### src/rtl/img_pattern_gen.sv
// Image-sensor pattern generator: drives a synthetic pixel bus (img_d/img_fv/img_lv)
// with selectable test patterns, configurable geometry/blanking and frame-count control.
module img_pattern_gen #(
  parameter int unsigned ImgWidth   = 256,
  parameter int unsigned ImgHeight  = 256,
  parameter int unsigned PixelWidth = 12,
  parameter int unsigned FrontPorch = 6,
  parameter int unsigned LineBlank  = 6,
  parameter int unsigned FrameBlank = 6
) (
  input  logic                  clk,
  input  logic                  rst,
  input  logic                  start,
  input  logic                  stop,
  input  logic [1:0]            cfg_mode,
  input  logic [PixelWidth-1:0] cfg_const,
  input  logic [7:0]            cfg_frames,
  output logic [PixelWidth-1:0] img_d,
  output logic                  img_fv,
  output logic                  img_lv,
  output logic                  busy,
  output logic                  frame_done
);

  localparam int unsigned PixCntW  = $clog2(ImgWidth * ImgHeight) + 1;
  localparam int unsigned PhaseA   = (FrontPorch > ImgWidth) ? FrontPorch : ImgWidth;
  localparam int unsigned PhaseB   = (LineBlank > FrameBlank) ? LineBlank : FrameBlank;
  localparam int unsigned PhaseMax = (PhaseA > PhaseB) ? PhaseA : PhaseB;
  localparam int unsigned CntW     = $clog2(PhaseMax) + 2;
  localparam int unsigned RowW     = $clog2(ImgHeight) + 2;
  localparam int unsigned ExtW     = (PixCntW > PixelWidth) ? PixCntW : PixelWidth;

  typedef enum logic [2:0] {IDLE, FRONT, LINE, LBLANK, FBLANK} state_t;

  state_t                state, state_n;
  logic [CntW-1:0]       cnt, cnt_n;
  logic [RowW-1:0]       row, row_n;
  logic [PixCntW-1:0]    pix, pix_n;
  logic [7:0]            frame_cnt, frame_cnt_n;
  logic                  stop_q, stop_n;
  logic [1:0]            mode_q, mode_n;
  logic [PixelWidth-1:0] const_q, const_n;
  logic [7:0]            frames_q, frames_n;
  logic [PixelWidth-1:0] d_n;
  logic                  fv_n, lv_n, busy_n, done_n;
  logic [ExtW-1:0]       pix_ext;

  // Next-state, counters and next-cycle outputs; outputs are decoded from the
  // next state so the registered bus lines up with the state register.
  always_comb begin
    state_n     = state;
    cnt_n       = cnt;
    row_n       = row;
    pix_n       = pix;
    frame_cnt_n = frame_cnt;
    stop_n      = stop_q;
    mode_n      = mode_q;
    const_n     = const_q;
    frames_n    = frames_q;
    if (state != IDLE) stop_n = stop_q | stop;

    unique case (state)
      IDLE: begin
        if (start) begin
          state_n     = FRONT;
          cnt_n       = '0;
          row_n       = '0;
          pix_n       = '0;
          frame_cnt_n = '0;
          mode_n      = cfg_mode;
          const_n     = cfg_const;
          frames_n    = cfg_frames;
          stop_n      = stop;
        end
      end
      FRONT: begin
        if (cnt == CntW'(FrontPorch - 1)) begin
          state_n = LINE;
          cnt_n   = '0;
        end else begin
          cnt_n = cnt + CntW'(1);
        end
      end
      LINE: begin
        pix_n = pix + PixCntW'(1);
        if (cnt == CntW'(ImgWidth - 1)) begin
          state_n = LBLANK;
          cnt_n   = '0;
        end else begin
          cnt_n = cnt + CntW'(1);
        end
      end
      LBLANK: begin
        if (cnt == CntW'(LineBlank - 1)) begin
          cnt_n = '0;
          if (row == RowW'(ImgHeight - 1)) begin
            state_n     = FBLANK;
            frame_cnt_n = frame_cnt + 8'd1;
          end else begin
            state_n = LINE;
            row_n   = row + RowW'(1);
          end
        end else begin
          cnt_n = cnt + CntW'(1);
        end
      end
      FBLANK: begin
        if (cnt == CntW'(FrameBlank - 1)) begin
          cnt_n = '0;
          if (stop_q || stop || (frames_q != 8'd0 && frame_cnt == frames_q)) begin
            state_n = IDLE;
            stop_n  = 1'b0;
          end else begin
            state_n = FRONT;
            row_n   = '0;
            pix_n   = '0;
            mode_n  = cfg_mode;
            const_n = cfg_const;
          end
        end else begin
          cnt_n = cnt + CntW'(1);
        end
      end
      default: state_n = IDLE;
    endcase

    fv_n    = (state_n == FRONT) || (state_n == LINE) || (state_n == LBLANK);
    lv_n    = (state_n == LINE);
    busy_n  = (state_n != IDLE);
    done_n  = (state_n == FBLANK) && (state != FBLANK);
    pix_ext = ExtW'(pix_n);
    d_n     = '0;
    if (lv_n) begin
      unique case (mode_n)
        2'd0: d_n = PixelWidth'(~pix_ext);
        2'd1: d_n = PixelWidth'(pix_ext);
        2'd2: d_n = (row_n[1:0] == 2'd0 && cnt_n[1:0] == 2'd0) ? '1 : '0;
        2'd3: d_n = const_q;
      endcase
    end
  end

  always_ff @(posedge clk) begin
    if (rst) begin
      state      <= IDLE;
      cnt        <= '0;
      row        <= '0;
      pix        <= '0;
      frame_cnt  <= '0;
      stop_q     <= 1'b0;
      mode_q     <= '0;
      const_q    <= '0;
      frames_q   <= '0;
      img_d      <= '0;
      img_fv     <= 1'b0;
      img_lv     <= 1'b0;
      busy       <= 1'b0;
      frame_done <= 1'b0;
    end else begin
      state      <= state_n;
      cnt        <= cnt_n;
      row        <= row_n;
      pix        <= pix_n;
      frame_cnt  <= frame_cnt_n;
      stop_q     <= stop_n;
      mode_q     <= mode_n;
      const_q    <= const_n;
      frames_q   <= frames_n;
      img_d      <= d_n;
      img_fv     <= fv_n;
      img_lv     <= lv_n;
      busy       <= busy_n;
      frame_done <= done_n;
    end
  end

endmodule

### config.mk
export PLATFORM = sky130hd
export DESIGN_NAME = img_pattern_gen
export DESIGN_NICKNAME = d
export VERILOG_FILES = /design/src/rtl/img_pattern_gen.sv
export SDC_FILE = /design/constraint.sdc
export NUM_CORES = 1
export LEC_CHECK = 0
export CAP_MARGIN = 0
export CORE_MARGIN = 3
export CORE_UTILIZATION = 61
export DETAILED_ROUTE_END_ITERATION = 7
export GPL_ROUTABILITY_DRIVEN = 1
export GPL_TIMING_DRIVEN = 0
export PLACE_DENSITY_LB_ADDON = 0.15
export SYNTH_ARGS = -nofsm -noshare
export SYNTH_HDL_FRONTEND = slang
export SYNTH_SLANG_ARGS = --single-unit
### constraint.sdc
create_clock -name clk -period 4.3 [get_ports clk]
set_clock_uncertainty 0.2 [all_clocks]
set_input_delay 0.86 -clock clk [delete_from_list [all_inputs] [get_ports clk]]
set_output_delay 0.86 -clock clk [all_outputs]
set_load 0.1 [all_outputs]
Word level (Yosys, flattened, before mapping)
Cells that the tools add are included.
{"block": "totals", "regBits": 87, "word_cells": 111}
{"block": "op_classes", "n_addsub": 4, "eq_ne": 22, "mux": 41, "bitwise_logic": 3, "reduce_logical": 25}
{"operator": "two-way mux 10 bit", "count": 8}
{"operator": "case mux 10 bit (3 select lines)", "count": 2}
{"operator": "two-way mux 17 bit", "count": 3}
{"operator": "case mux 17 bit (3 select lines)", "count": 1}
{"operator": "two-way mux 12 bit", "count": 4}
{"operator": "case mux 12 bit (4 select lines)", "count": 1}
{"operator": "two-way mux 8 bit", "count": 3}
{"operator": "case mux 12 bit (2 select lines)", "count": 1}
{"operator": "adder 10 x 1 -> 10 bit (second input constant)", "count": 2}
{"operator": "== test 10 x 8 -> 1 bit (second input constant)", "count": 2}
{"operator": "two-way mux 3 bit", "count": 6}
{"operator": "adder 17 x 1 -> 17 bit (second input constant)", "count": 1}
{"operator": "case mux 8 bit (2 select lines)", "count": 1}
{"operator": "case mux 3 bit (5 select lines)", "count": 1}
{"operator": "== test 3 x 2 -> 1 bit (second input constant)", "count": 4}
{"operator": "inequality test 2 bit (second input constant)", "count": 6}
{"operator": "NOT 12 bit", "count": 1}
{"operator": "nonzero test 3 bit", "count": 4}
{"operator": "== test 10 x 3 -> 1 bit (second input constant)", "count": 1}
{"operator": "adder 8 x 1 -> 8 bit (second input constant)", "count": 1}
{"operator": "== test 8 bit", "count": 1}
{"operator": "AND reduction 4 bit", "count": 2}
{"operator": "nonzero test 8 bit", "count": 1}
{"operator": "== test 3 x 1 -> 1 bit (second input constant)", "count": 2}
{"operator": "19 further kinds", "count": 36}

Depth between registers and ports, before layout
Gate-level depths: netlist of the first run.
{"block": "depth", "ltp_word": 10, "ltp_mapped": 12, "ltp_nobuf": 10}

Least setup slack after synthesis of the first run
Ideal clock, no wire load.
{"block": "synth_path", "kind": "input-to-reg", "from": "in start", "to": "reg img_d[4]", "setup_ns": 0.136, "arrival_ns": 2.530, "required_time_ns": 3.964, "slack_ns": 1.433, "stages": 9, "path_cell_list": "clkbuf_1 > nor2_1 > nor3_1 > o21ai_4 > mux2_4 > buf_6 > buf_6 > xnor2_1 > a22oi_1"}
{"block": "synth_between", "elab_chain_len": 6, "word_cells_on_any_way": 23, "classes_between": "4 x eq/ne; 12 x mux; 2 x bitwise; 5 x reduce/logical"}
{"element": "from (decl)", "line_no": "13", "text": "input logic start,"}
{"element": "two-way mux 10 bit", "line_no": "64", "text": "if (start) begin"}
{"element": "case mux 10 bit (3 select lines)", "line_no": "62", "text": "unique case (state)"}
{"element": "zero test 2 bit", "line_no": "137", "text": "2'd2: d_n = (row_n[1:0] == 2'd0 && cnt_n[1:0] == 2'd0) ? '1 : '0;"}
{"element": "logical AND 1 bit", "line_no": "137"}
{"element": "two-way mux 12 bit", "line_no": "137"}
{"element": "case mux 12 bit (4 select lines)", "line_no": "134", "text": "unique case (mode_n)"}
{"element": "to (signal assigned)", "line_no": "169", "text": "img_d <= d_n;"}
{"element": "to (decl)", "line_no": "18", "text": "output logic [PixelWidth-1:0] img_d,"}
Several ways; a longest one is shown, not always the timed one. The select of a mux whose other input is x is not followed.
A chain may end at the register's enable or synchronous reset.

Worst setup path in the final report of the first run
{"block": "layout_path", "from": "reg row[0]", "to": "reg img_d[0]"}
{"block": "layout_between", "elab_chain_len": 8, "word_cells_on_any_way": 18, "classes_between": "1 x add/sub; 2 x eq/ne; 11 x mux; 1 x bitwise; 3 x reduce/logical"}
{"element": "from (decl)", "line_no": "37", "text": "logic [RowW-1:0] row, row_n;"}
{"element": "from (signal assigned)", "line_no": "162", "text": "row <= row_n;"}
{"element": "adder 10 x 1 -> 10 bit or == test 10 x 8 -> 1 bit (tied branches)", "line_no": "101, 96"}
{"element": "two-way mux 10 bit", "line_no": "96", "text": "if (row == RowW'(ImgHeight - 1)) begin"}
{"element": "two-way mux 10 bit", "line_no": "94", "text": "if (cnt == CntW'(LineBlank - 1)) begin"}
{"element": "case mux 10 bit (3 select lines)", "line_no": "62"}
{"element": "zero test 2 bit", "line_no": "137"}
{"element": "logical AND 1 bit", "line_no": "137"}
{"element": "two-way mux 12 bit", "line_no": "137"}
{"element": "case mux 12 bit (4 select lines)", "line_no": "134"}
Several ways; a longest one is shown, not always the timed one. The select of a mux whose other input is x is not followed.

==> results.json, run 1 <==
{
  "grtUsageTotal": 0.2589,
  "cp-end-kind": "flop",
  "routedWlPerCell_um": 15.63,
  "async_reset_ff_frac": 0,
  "critPathKind": "flop to flop",
  "clk_latency_ns": 0.37,
  "ys.flop_type": "dfxtp_1",
  "grt_max_degree": 17,
  "crit_required_ns": 4.36,
  "cp_max_fo": 6,
  "slew_headroom": 0.3405,
  "whs_ns": 0.2797,
  "vias": 3486,
  "drive_gt1_frac": 0.07544,
  "min_period_ns": 2.973,
  "finalCritPeriodShare": 0.6913,
  "finalHoldViolations": 0,
  "postCtsSetupBuffers": 0,
  "htreeDepth": 3,
  "syn_area_sq_um": 3901,
  "cts_hold_buf": 0,
  "clock-sinks": 82,
  "grt_pass1_vias": 3250,
  "p_per_area_nw_per_um2": 320.9,
  "setup.worst_path.start_class": "flop",
  "synth-seq-cells": 82,
  "antenna_found_initial": 0,
  "min_path_type": "flop to flop",
  "synth_warnings": 0,
  "clock.fmax_mhz": 336.4,
  "fin_setup_tns_ns": 0,
  "clk_pin_slew_worst_paths_ns": 0.10,
  "numCtsBuffers": 9,
  "power.total_mw": 1.470,
  "vias_per_cell": 5.889,
  "seq_power_share": 0.536,
  "core-area_sq_um": 6061,
  "power.switching_mw": 0.4123,
  "yosysSeqAreaShare": 0.4208,
  "maxCapViolCount": 0,
  "cts_root_buffer": "clkbuf_8",
  "synth_area_per_cell_sq_um": 8.463,
  "ant_nets": 0,
  "die_w_um": 85.97,
  "rsz0062_at_grt": "no",
  "port_buffers": 40,
  "path_cells": "ha_1 -> and4bb_2 -> nand3_1 -> a211o_1 -> or4_1 -> a31oi_2 -> nor2_1 -> a221oi_1",
  "drc": 0,
  "peakVddDrop_mv": 0.2385,
  "syn-num-nets": 492,
  "clockBufferDepth": 2,
  "fp-row-count": 28,
  "routed_wirelength_mm": 9.255,
  "sw_frac_of_total": 0.2805,
  "final_cells": 592,
  "p_leak_nw": 1.726,
  "cts_resized": 0,
  "synth_edf_count": 0,
  "start_util": 0.6437,
  "grt-ovfl-total": 0,
  "cts_tree": "yes",
  "tightest_slew_ns": 0.9862,
  "cp_slowest_stage_delay_ns": 0.45,
  "slowest_stage": "dfxtp_1",
  "ys_types": 57,
  "hpwl_mm": 6.700,
  "report.final.slew_viol_count": 0,
  "chipHeight_um": 85.97,
  "die_area_sq_um": 7391,
  "setup_violations": 0,
  "placed_cells": 576,
  "p_int_mw": 1.058,
  "final_util": 0.7558,
  "p_comb_frac": 0.104,
  "grt_pass1_wl_mm": 15.15,
  "drtIter0Drc": 188,
  "syn_inst": 461,
  "diodes": 0,
  "area_growth_pct": 17.41,
  "pin_count": 42,
  "num-nets-final": 543,
  "power_frac_clock": 0.360,
  "first_pass_iters": 5,
  "status": "completed",
  "worst_ep_arrival_time_ns": 3.03,
  "routabilityCongestion": 0.8485
}
-- registers in the layout (all words and copies together), names as in the netlist, 2 cells and up --
register / count
frame_cnt: 8
state: 3
img_d: 12
frames_q: 8
mode_q: 2
cnt: 10
const_q: 12
row: 10
pix: 12
-- placed cells by master (no fill, tap or decap), types with 4 or more instances in the layout --
cell | netlist | layout
nand2_1 | 65 | 65
o21ai_0 | 10 | 10
nand4_1 | 14 | 14
and3_1 | 11 | 11
and4_1 | 4 | 4
dfxtp_1 | 82 | 82
xnor2_1 | 27 | 27
clkdlybuf4s50_1 | 0 | 40
a21o_1 | 6 | 6
xor2_1 | 14 | 14
a221oi_1 | 4 | 4
nor3_1 | 9 | 9
inv_1 | 7 | 7
and2_1 | 6 | 6
clkbuf_8 | 0 | 9
nor2_1 | 56 | 56
nand3_1 | 21 | 21
nand2b_1 | 5 | 5
ha_1 | 5 | 5
a21oi_1 | 30 | 30
buf_2 | 4 | 4
o22ai_1 | 4 | 4
a22oi_1 | 10 | 10
a211oi_1 | 8 | 8
clkbuf_1 | 12 | 12
-- final cells by class --
type	instances	area, sq um
Sequential cell	82	1642
Inverter	8	30.03
Fill cell	434	1480
Clock buffer	9	123.9
Tap cell	75	93.84
Multi-Input combinational cell	351	2127
Buffer	20	102.6
Clock inverter	7	61.31
Timing Repair Buffer	40	400.4
-- cells by family after synthesis --
logic type	count (synthesis)	synth area share
AND/OR/NAND/NOR	208	0.2575
AO/OA/AOI/OAI	91	0.1616
flip-flops	82	0.4208
XOR/XNOR	41	0.09205
buffers and inverters	28	0.03399
multiplexers	6	0.01796
adder cells (fa/ha/maj)	5	0.01604
-- metrics by stage --
step | area, sq um | setup WS (ns)
floorplan | 3901 | 1.433
global placement | 4395 | 1.094
detailed placement | 4395 | 1.080
CTS | 4581 | 1.376
global route | 4581 | 1.230
finish | 4581 | 1.327
-- cell usage after synthesis, types with 2 or more instances --
master	number	share of area
nand4_1	14	0.022
nor2_1	56	0.054
a21o_1	6	0.012
a211oi_1	8	0.015
or4_1	3	0.0058
and2_1	6	0.0096
nor3_1	9	0.012
nor2b_1	3	0.0048
nand2b_1	5	0.0080
o21ai_0	10	0.013
a31oi_1	2	0.0032
buf_4	2	0.0038
mux2i_1	3	0.0077
clkbuf_1	12	0.012
a22oi_1	10	0.019
inv_1	7	0.0067
buf_6	2	0.0058
buf_2	4	0.0051
nand3_1	21	0.027
nand2_1	65	0.063
xor2_1	14	0.031
o211ai_1	2	0.0038
o22ai_1	4	0.0064
and3_1	11	0.018
ha_1	5	0.016
a221oi_1	4	0.0090
a211o_1	3	0.0067
a21oi_1	30	0.038
dfxtp_1	82	0.42
and4_1	4	0.0090
xnor2_1	27	0.061
o21ai_2	2	0.0045
-- power groups by stage --
stage	registers [mW]	logic [mW]	clock network (mW)
3_3_place_gp	0.804	0.146	0
2_1_floorplan	0.810	0.0923	0
3_5_place_dp	0.805	0.149	0
5_1_grt	0.790	0.167	0.566
4_1_cts	0.787	0.151	0.537
6_report	0.788	0.152	0.529
-- critical path: cells and delay by family (launching register included) --
kind	cells	cell delay (ns)
compound gates	3	0.94
fa+ha+maj	1	0.30
flops	1	0.45
simple gates	4	0.99
-- routing by layer --
| layer | track usage | wire (um) |
|---|---|---|
| met4 | 0.1122 | 177 |
| met3 | 0.04131 | 449 |
| met5 | 0 | 0 |
| met1 | 0.3451 | 4199 |
| met2 | 0.4142 | 4429 |
-- path summary, 6_finish.rpt --
path,from,to,slack (ns),cells past startpoint
setup / recovery,row[0],img_d[0],1.33,8
setup reg to reg,row[0],img_d[0],1.33,8
hold / removal,const_q[1],const_q[1],0.28,2
hold reg to reg,const_q[1],const_q[1],0.28,2
Power figures use the tool's default switching activity.
==> inputs of run 2 (changes only) <==
Settings changed: CORE_UTILIZATION 61 to 51.
Clock period 4.3 ns to 2.4 ns, I/O delays scaled along.
==> results.json, run 2 (same netlist as run 1, synthesis figures left out) <==
{
  "clock-sinks": 82,
  "finalCritPeriodShare": 1.077,
  "routabilityCongestion": 0.8276,
  "critPathKind": "flop to flop",
  "grt_pass1_wl_mm": 16.73,
  "rsz0062_at_grt": "yes",
  "ant_nets": 0,
  "clockBufferDepth": 2,
  "cp_slowest_stage_delay_ns": 0.50,
  "peakVddDrop_mv": 0.3207,
  "whs_ns": 0.2644,
  "drive_gt1_frac": 0.2870,
  "hpwl_mm": 6.595,
  "report.final.slew_viol_count": 0,
  "path_cells": "xnor2_1 -> nand4_1 -> o311a_4 -> or4_4 -> a31oi_4 -> o21ai_4 -> buf_12 -> a22oi_2",
  "vias_per_cell": 5.760,
  "worst_ep_arrival_time_ns": 2.67,
  "numCtsBuffers": 9,
  "die_area_sq_um": 8735,
  "status": "finished with violations",
  "slew_headroom": 0.3581,
  "cts_root_buffer": "clkbuf_8",
  "power.total_mw": 2.844,
  "setup_violations": 14,
  "placed_cells": 600,
  "fin_setup_tns_ns": -2.017,
  "chipHeight_um": 93.46,
  "clk_pin_slew_worst_paths_ns": 0.09,
  "post-place-ws_ns": -0.4600,
  "setup.worst_path.start_class": "flop",
  "crit_required_ns": 2.49,
  "layout_commonest_cell": "nand2_1",
  "final_cells": 653,
  "fp-row-count": 31,
  "layout_common_cells": "65 x nand2_1, 62 x dfxtp_1, 51 x nor2_1",
  "setup_ws_ns": -0.1856,
  "grtUsageTotal": 0.2394,
  "p_per_area_nw_per_um2": 519.5,
  "drtIter0Drc": 239,
  "slowest_stage": "or4_4",
  "cts_hold_buf": 0,
  "area_growth_pct": 40.35,
  "cts_tree": "yes",
  "grt-ovfl-total": 0,
  "violations": "negative setup slack",
  "core-area_sq_um": 7331,
  "vias": 3761,
  "maxCapViolCount": 0,
  "clock.fmax_mhz": 386.8,
  "clk_latency_ns": 0.36,
  "htreeDepth": 3,
  "routedWlPerCell_um": 16.27,
  "cp_max_fo": 8,
  "routed_wirelength_mm": 10.62,
  "p_leak_nw": 2.182,
  "critical-path-top-delay-family": "compound AO/OA/AOI/OAI gates",
  "diodes": 0,
  "start_util": 0.5322,
  "port_buffers": 40,
  "tightest_slew_ns": 0.9667,
  "antenna_found_initial": 0,
  "min_period_ns": 2.586,
  "grt_max_degree": 16,
  "min_path_type": "flop to flop",
  "cp-end-kind": "flop",
  "drc": 0,
  "pin_count": 42,
  "cp_num_buf_inv": 1,
  "first_pass_iters": 5,
  "die_w_um": 93.46,
  "finalHoldViolations": 0,
  "grt_pass1_vias": 3600,
  "num-nets-final": 580,
  "reg_top3": "const_q (12), img_d (12), pix (12)"
}
## run 2: changes by cell type in the layout (fill, tap and decap cells not counted), moves of 6 or more
cell             previous run  this run
dlygate4sd2_1               0        16
xnor2_2                     0        13
dfxtp_2                     0        13
dfxtp_1                    82        62
buf_4                       2        34
a22oi_2                     0         9
clkdlybuf4s50_1            40        24
xnor2_1                    27        14
dfxtp_4                     0         7
clkbuf_1                   12         6
a22oi_1                    10         1
## run 2: final cells by class
cell class                      instances  area (sq um)
Clock inverter                          7         77.57
Sequential cell                        82          1684
Tap cell                               99         123.9
Multi-Input combinational cell        352          2571
Clock buffer                            9         123.9
Inverter                                8         32.53
Timing Repair Buffer                   81         752.0
Buffer                                 15         110.1
Fill cell                             500          1856
## run 2: what timing repair did
item,in CTS,in global routing
endpoints found under the setup margin,58,39
setup buffers,26,14
pin swaps,21,20
resized for setup,83,39
gates cloned,1,1
## run 2: worst paths after layout
path / to / depth (start not counted) / start / slack [ns]
setup / recovery: img_d[2] / 8 / frame_cnt[3] / -0.19
hold / removal: const_q[10] / 2 / const_q[10] / 0.26
setup reg to reg: img_d[2] / 8 / frame_cnt[3] / -0.19
hold reg to reg: const_q[10] / 2 / const_q[10] / 0.26
## run 2: routing by layer
metal,global-route usage,vias up,share of wire
li1,-,1807,-
met1,0.2882,1794,0.43
met3,0.05953,29,0.049
met4,0.07570,0,0.024
met5,0,-,0
met2,0.4169,131,0.50
## run 2: per-stage QoR
step / utilization / instance area [sq um]
2_1_floorplan: - / 4005
3_3_place_gp: 0.6179 / 4529
3_5_place_dp: 0.6179 / 4529
4_1_cts: 0.7051 / 5169
5_1_grt: 0.7469 / 5475
6_report: 0.7469 / 5475
## run 2: tightest hold or removal path: stages (launching register included)
cell and delay [ns]:
dfxtp_1 0.32, nand2_1 0.05, a21oi_1 0.05
## run 2: where the power goes
group | total, mW | internal [mW] | switching [mW]
sequential | 1.40 | 1.38 | 0.0227
clock | 1.02 | 0.488 | 0.533
combinational | 0.419 | 0.199 | 0.220
total | 2.84 | 2.07 | 0.776
==> edit 1: new RTL, settings of run 1 <==
The parameter `FrontPorch` goes from 6 to 7.
--- a/src/rtl/img_pattern_gen.sv
+++ b/src/rtl/img_pattern_gen.sv
@@ -5,5 +5,5 @@
   parameter int unsigned ImgHeight  = 256,
   parameter int unsigned PixelWidth = 12,
-  parameter int unsigned FrontPorch = 6,
+  parameter int unsigned FrontPorch = 7,
   parameter int unsigned LineBlank  = 6,
   parameter int unsigned FrameBlank = 6
Function: changed (Yosys sat finds a counterexample within 10 cycles, from zero or initial values and one cycle with rst high).
==> edit 1 against run 1 <==
- sequential share of layout area shrank 2.2 points
- total power grew 12%
- area after synthesis grew 6.0%
- setup slack lost 0.51 ns
- critical path depth grew 2
- wire length grew 11%
- largest power group unchanged
- sequential cell count is the same
- sequential power is essentially flat
- critical endpoint is now img_d[7]
- final area grew 6.4%
==> edit 1: results (changes against run 1) <==
{| class="wikitable"
! Metric !! Value
|-
| Result of the run || finished, final reports clean
|-
| Fraction of met2 tracks used by global routing || 44.1% (+2.7 points)
|-
| Crit Path Max Fanout || 10 (+4)
|-
| Min-delay src || frames_q[5]
|-
| Maximum number of pins on one net before global-route repair || 15 (-2)
|-
| Distinct cells, synth || 63 (+11%)
|-
| Routing usage on met1 || 34.6% (+0.048 points)
|-
| Post-synthesis share of cell area spent on full adders, half adders and majority gates || 1.82% (+0.21 points)
|-
| Sequential fraction of the synthesis area || 39.7% (-2.4 points)
|-
| Met3 demand-to-capacity share in global routing || 7.54% (+3.4 points)
|-
| Net Count, Synth || 497 (+1.0%)
|-
| Critical register-to-register path startpoint || cnt[2]
|-
| HPWL after detailed placement || 7350 microns (+9.7%)
|-
| WL met2 || 4820 microns (+8.9%)
|-
| Total detailed-routing wirelength || 10300 microns (+11%)
|-
| Number of placed instances, taps included || 583 (+1.2%)
|-
| Leak pwr || 1.85 nW (+7.1%)
|-
| Least-Margin Pin Slew || 0.985 ns (-0.00125 ns)
|-
| Area fraction in compound gates after synthesis || 18.9% (+2.7 points)
|-
| Launching instance or port of the critical path || stop
|-
| Pre-Repair DR Iteration Count || 6 (+1)
|-
| Net total in the final layout || 549 (+1.1%)
|-
| Count of port buffers added during placement || 41 (+2.5%)
|-
| Cell types with the largest area share after synthesis || sky130_fd_sc_hd__dfxtp_1 40%, sky130_fd_sc_hd__nor2_1 5.4%, sky130_fd_sc_hd__xor2_1 4.4%
|-
| Number of cells on the worst reg-to-reg path || 9 (+1)
|-
| Ranking of synthesized cells by instance count || 82 x sky130_fd_sc_hd__dfxtp_1, 60 x sky130_fd_sc_hd__nor2_1, 43 x sky130_fd_sc_hd__nand2_1
|-
| Setup Crit Path Kind || input pin to flip-flop
|-
| Maximum vdd drop || 0.301 mV (+26%)
|-
| Post-Place Cell Area || 4640 sq um (+5.6%)
|-
| Fraction of layout cells with a size suffix above 1 || 9.96% (+2.4 points)
|-
| All-Layer GR Usage || 27.2% (+1.3 points)
|-
| Metal3 WL || 659 microns (+47%)
|-
| R2R Path End || img_d[7]
|-
| Non-filler cells, final || 599 (+1.2%)
|-
| R2R setup slack || 1.09 ns (-0.24 ns)
|-
| Number of vias in the routed layout || 3702 (+6.2%)
|-
| Fraction of the cycle the final worst path needs || 81.0% (+12 points)
|-
| Global-route wire length before repair || 16400 microns (+8.1%)
|-
| Share of the synthesized netlist area taken by xor and xnor gates || 5.93% (-3.3 points)
|}
-- edit 1: cell count changes after synthesis, sizes merged, moves of 4 or more --
cell	before	now
nor3	9	14
nor2b	3	11
nand2	65	43
xnor2	27	7
o22ai	4	0
xor2	14	21
o21a	0	4
nand3	22	11
a21oi	30	23
a221oi	4	13
inv	8	13
mux2i	4	18
-- edit 1: area by class of cell --
type / count / share of cell area [%]
multi-input cells: 349 / 48.1
flip-flops and latches: 82 / 33.7
repair buffers: 41 / 8.42
clock buffers: 11 / 3.10
plain buffers: 21 / 2.05
well taps: 77 / 1.98
clock inverters: 5 / 1.72
inverters: 13 / 1.00
-- edit 1: stage by stage --
step / hold WS, ns / util [%] / power [mW]
6_report: 0.296 / 75.5 / 1.64
5_1_grt: 0.315 / 75.5 / 1.70
4_1_cts: 0.296 / 75.5 / 1.65
3_5_place_dp: 0.283 / 71.9 / 1.01
3_3_place_gp: 0.274 / 71.9 / 1.00
2_1_floorplan: 0.253 / - / 0.940
-- edit 1: where the power goes --
group	switching [mW]	internal [mW]	leakage, nW	total, mW
Clock	0.286	0.361	0.112	0.646
Sequential	0.0135	0.777	0.665	0.790
Combinational	0.124	0.0785	1.07	0.202
-- edit 1: critical path: stages --
cell	delay, ns
sky130_fd_sc_hd__clkdlybuf4s50_1	0.42
sky130_fd_sc_hd__nor2_1	0.18
sky130_fd_sc_hd__nand4_2	0.17
sky130_fd_sc_hd__a311oi_1	0.35
sky130_fd_sc_hd__o21a_1	0.17
sky130_fd_sc_hd__buf_6	0.18
sky130_fd_sc_hd__mux2i_4	0.40
sky130_fd_sc_hd__buf_2	0.31
sky130_fd_sc_hd__a211oi_1	0.09
sky130_fd_sc_hd__a211oi_1	0.37
==> edit 2: new RTL, config.mk and constraints of run 1 <==
Made on the original files. Make the reset (`rst`) asynchronous in one clocked block.
--- a/src/rtl/img_pattern_gen.sv
+++ b/src/rtl/img_pattern_gen.sv
@@ -141,5 +141,5 @@
   end
 
-  always_ff @(posedge clk) begin
+  always_ff @(posedge clk or posedge rst) begin
     if (rst) begin
       state      <= IDLE;
Check against the original RTL: differs if rst is asserted again (counterexample within 4 cycles, from zero or initial values and one cycle with rst high); with rst held inactive, the same outputs for 10 cycles.
==> edit 2 against run 1 <==
- area after synthesis grew 14%
- synthesized cell count shrank 1.7%
- wire length grew 15%
- die area grew 13%
- final area grew 14%
- setup slack lost 0.73 ns
- sequential cell count is the same
- critical path depth is the same
- highest routed layer unchanged
Power is not compared: it rests on default switching activity, and its combinational part moved more than twofold at a synthesized area within 25%.
==> edit 2: results (changes against run 1) <==
{| class="wikitable"
! Metric !! Value
|-
| Result of the run || finished, final reports clean
|-
| Net total in the final layout || 537 (-1.1%)
|-
| Number of vias in the routed layout || 3813 (+9.4%)
|-
| Sum of routed wire segments on met1 || 4670 microns (+11%)
|-
| Headroom to the max-slew limit || 35.0% (+0.94 points)
|-
| Distinct cells, synth || 67 (+18%)
|-
| Detailed-route wire length per cell || 17.6 microns (+12%)
|-
| Clock buffer count in the final layout || 10 (+1)
|-
| Fraction of layout cells with a size suffix above 1 || 12.4% (+4.8 points)
|-
| Number of fillers in the final layout || 506 (+17%)
|-
| Clock buffers and inverters, area share || 4.59% (+0.55 points)
|-
| Min-Delay Endpoint || row[6]
|-
| Share of flip-flops with an asynchronous set or reset after synthesis || 100% (+100 points)
|-
| Post-Place Cell Area || 4990 sq um (+14%)
|-
| CTS clock-pin slew for the worst setup and hold paths || 0.08 ns (-0.02 ns)
|-
| Count of port buffers added during placement || 41 (+2.5%)
|-
| Layout multi-input combinational cell count || 339 (-3.4%)
|-
| R2R setup slack || 0.81 ns (-0.52 ns)
|-
| Net Count, Synth || 484 (-1.6%)
|-
| R2R Path End || img_d[4]
|-
| Launching instance or port of the critical path || start
|-
| WL met2 || 5120 microns (+16%)
|-
| Global-route wire length before repair || 17800 microns (+17%)
|-
| Ranking of synthesized cells by instance count || 82 x sky130_fd_sc_hd__dfrtp_1, 38 x sky130_fd_sc_hd__o21ai_0, 37 x sky130_fd_sc_hd__nand2_1
|-
| HPWL after detailed placement || 7490 microns (+12%)
|-
| All-Layer GR Usage || 26.6% (+0.73 points)
|-
| Area of the multi-input gates || 2250 sq um (+5.8%)
|-
| Arrival time worst endpoint || 3.72 ns (+0.69 ns)
|-
| Number of DRC markers after the initial detailed-route iteration || 256 (+36%)
|-
| Main synth FF type || sky130_fd_sc_hd__dfrtp_1
|-
| Layout non-clock buf frac || 10.1% (-0.91 points)
|-
| Hold Path Cell Cnt || 1 (-1)
|-
| Metal3 WL || 639 microns (+42%)
|-
| Setup Crit Path Kind || input pin to flip-flop
|-
| Sequential share of cell area || 39.2% (+3.4 points)
|-
| Min-delay src || row[6]
|-
| Vias in the first global route || 3723 (+15%)
|-
| Pre-Repair DR Iteration Count || 4 (-1)
|-
| Maximum number of pins on one net before global-route repair || 48 (+31)
|-
| Routing usage on met1 || 35.0% (+0.49 points)
|-
| Crit Path Max Fanout || 10 (+4)
|-
| Fin util || 75.8% (+0.18 points)
|-
| Critical register-to-register path startpoint || frames_q[5]
|-
| Fraction of met2 tracks used by global routing || 42.4% (+0.95 points)
|-
| Final weighted congestion of routability-driven global placement || 0.922 (+8.7%)
|-
| Count of buffers not belonging to the clock network in the layout || 63 (+5.0%)
|}
-- edit 2: logic make-up (layout without fill, tap and decap cells) --
kind of cell / count (synthesis) / count (layout) / synth area share, %
flip-flops: 82 / 82 / 46.3
buffers and inverters: 32 / 89 / 2.94
AND/OR/NAND/NOR: 169 / 169 / 20.8
adder cells (fa/ha/maj): 5 / 5 / 1.41
XOR/XNOR: 18 / 18 / 3.56
AO/OA/AOI/OAI: 121 / 121 / 18.2
multiplexers: 26 / 26 / 6.78
-- edit 2: critical path, stage by stage --
cell and delay (ns):
sky130_fd_sc_hd__clkdlybuf4s50_1 0.59, sky130_fd_sc_hd__nor2_1 0.09, sky130_fd_sc_hd__nor3_1 0.38, sky130_fd_sc_hd__nand3_2 0.31, sky130_fd_sc_hd__mux2i_4 0.37, sky130_fd_sc_hd__clkinv_1 0.35, sky130_fd_sc_hd__clkbuf_1 0.32, sky130_fd_sc_hd__a2111oi_1 0.45
-- edit 2: power groups by stage --
stage	Combinational [mW]	Sequential (mW)	Clock, mW
2_1_floorplan	0.947	1.55	0
3_3_place_gp	1.51	1.33	0
3_5_place_dp	1.58	1.34	0
4_1_cts	1.59	1.33	0.685
5_1_grt	1.75	1.38	0.724
6_report	1.61	1.34	0.678
-- edit 2: through the flow --
stage / std cells / hold WS (ns) / power (mW) / worst slack [ns] / setup TNS, ns
finish: 606 / 0.309 / 3.63 / 0.602 / 0
global route: 606 / 0.337 / 3.85 / 0.463 / 0
CTS: 606 / 0.310 / 3.61 / 0.686 / 0
detailed placement: 591 / 0.299 / 2.92 / 0.329 / 0
global placement: 590 / 0.283 / 2.84 / -0.0686 / -5.29
floorplan: 453 / 0.263 / 2.49 / 1.13 / 0
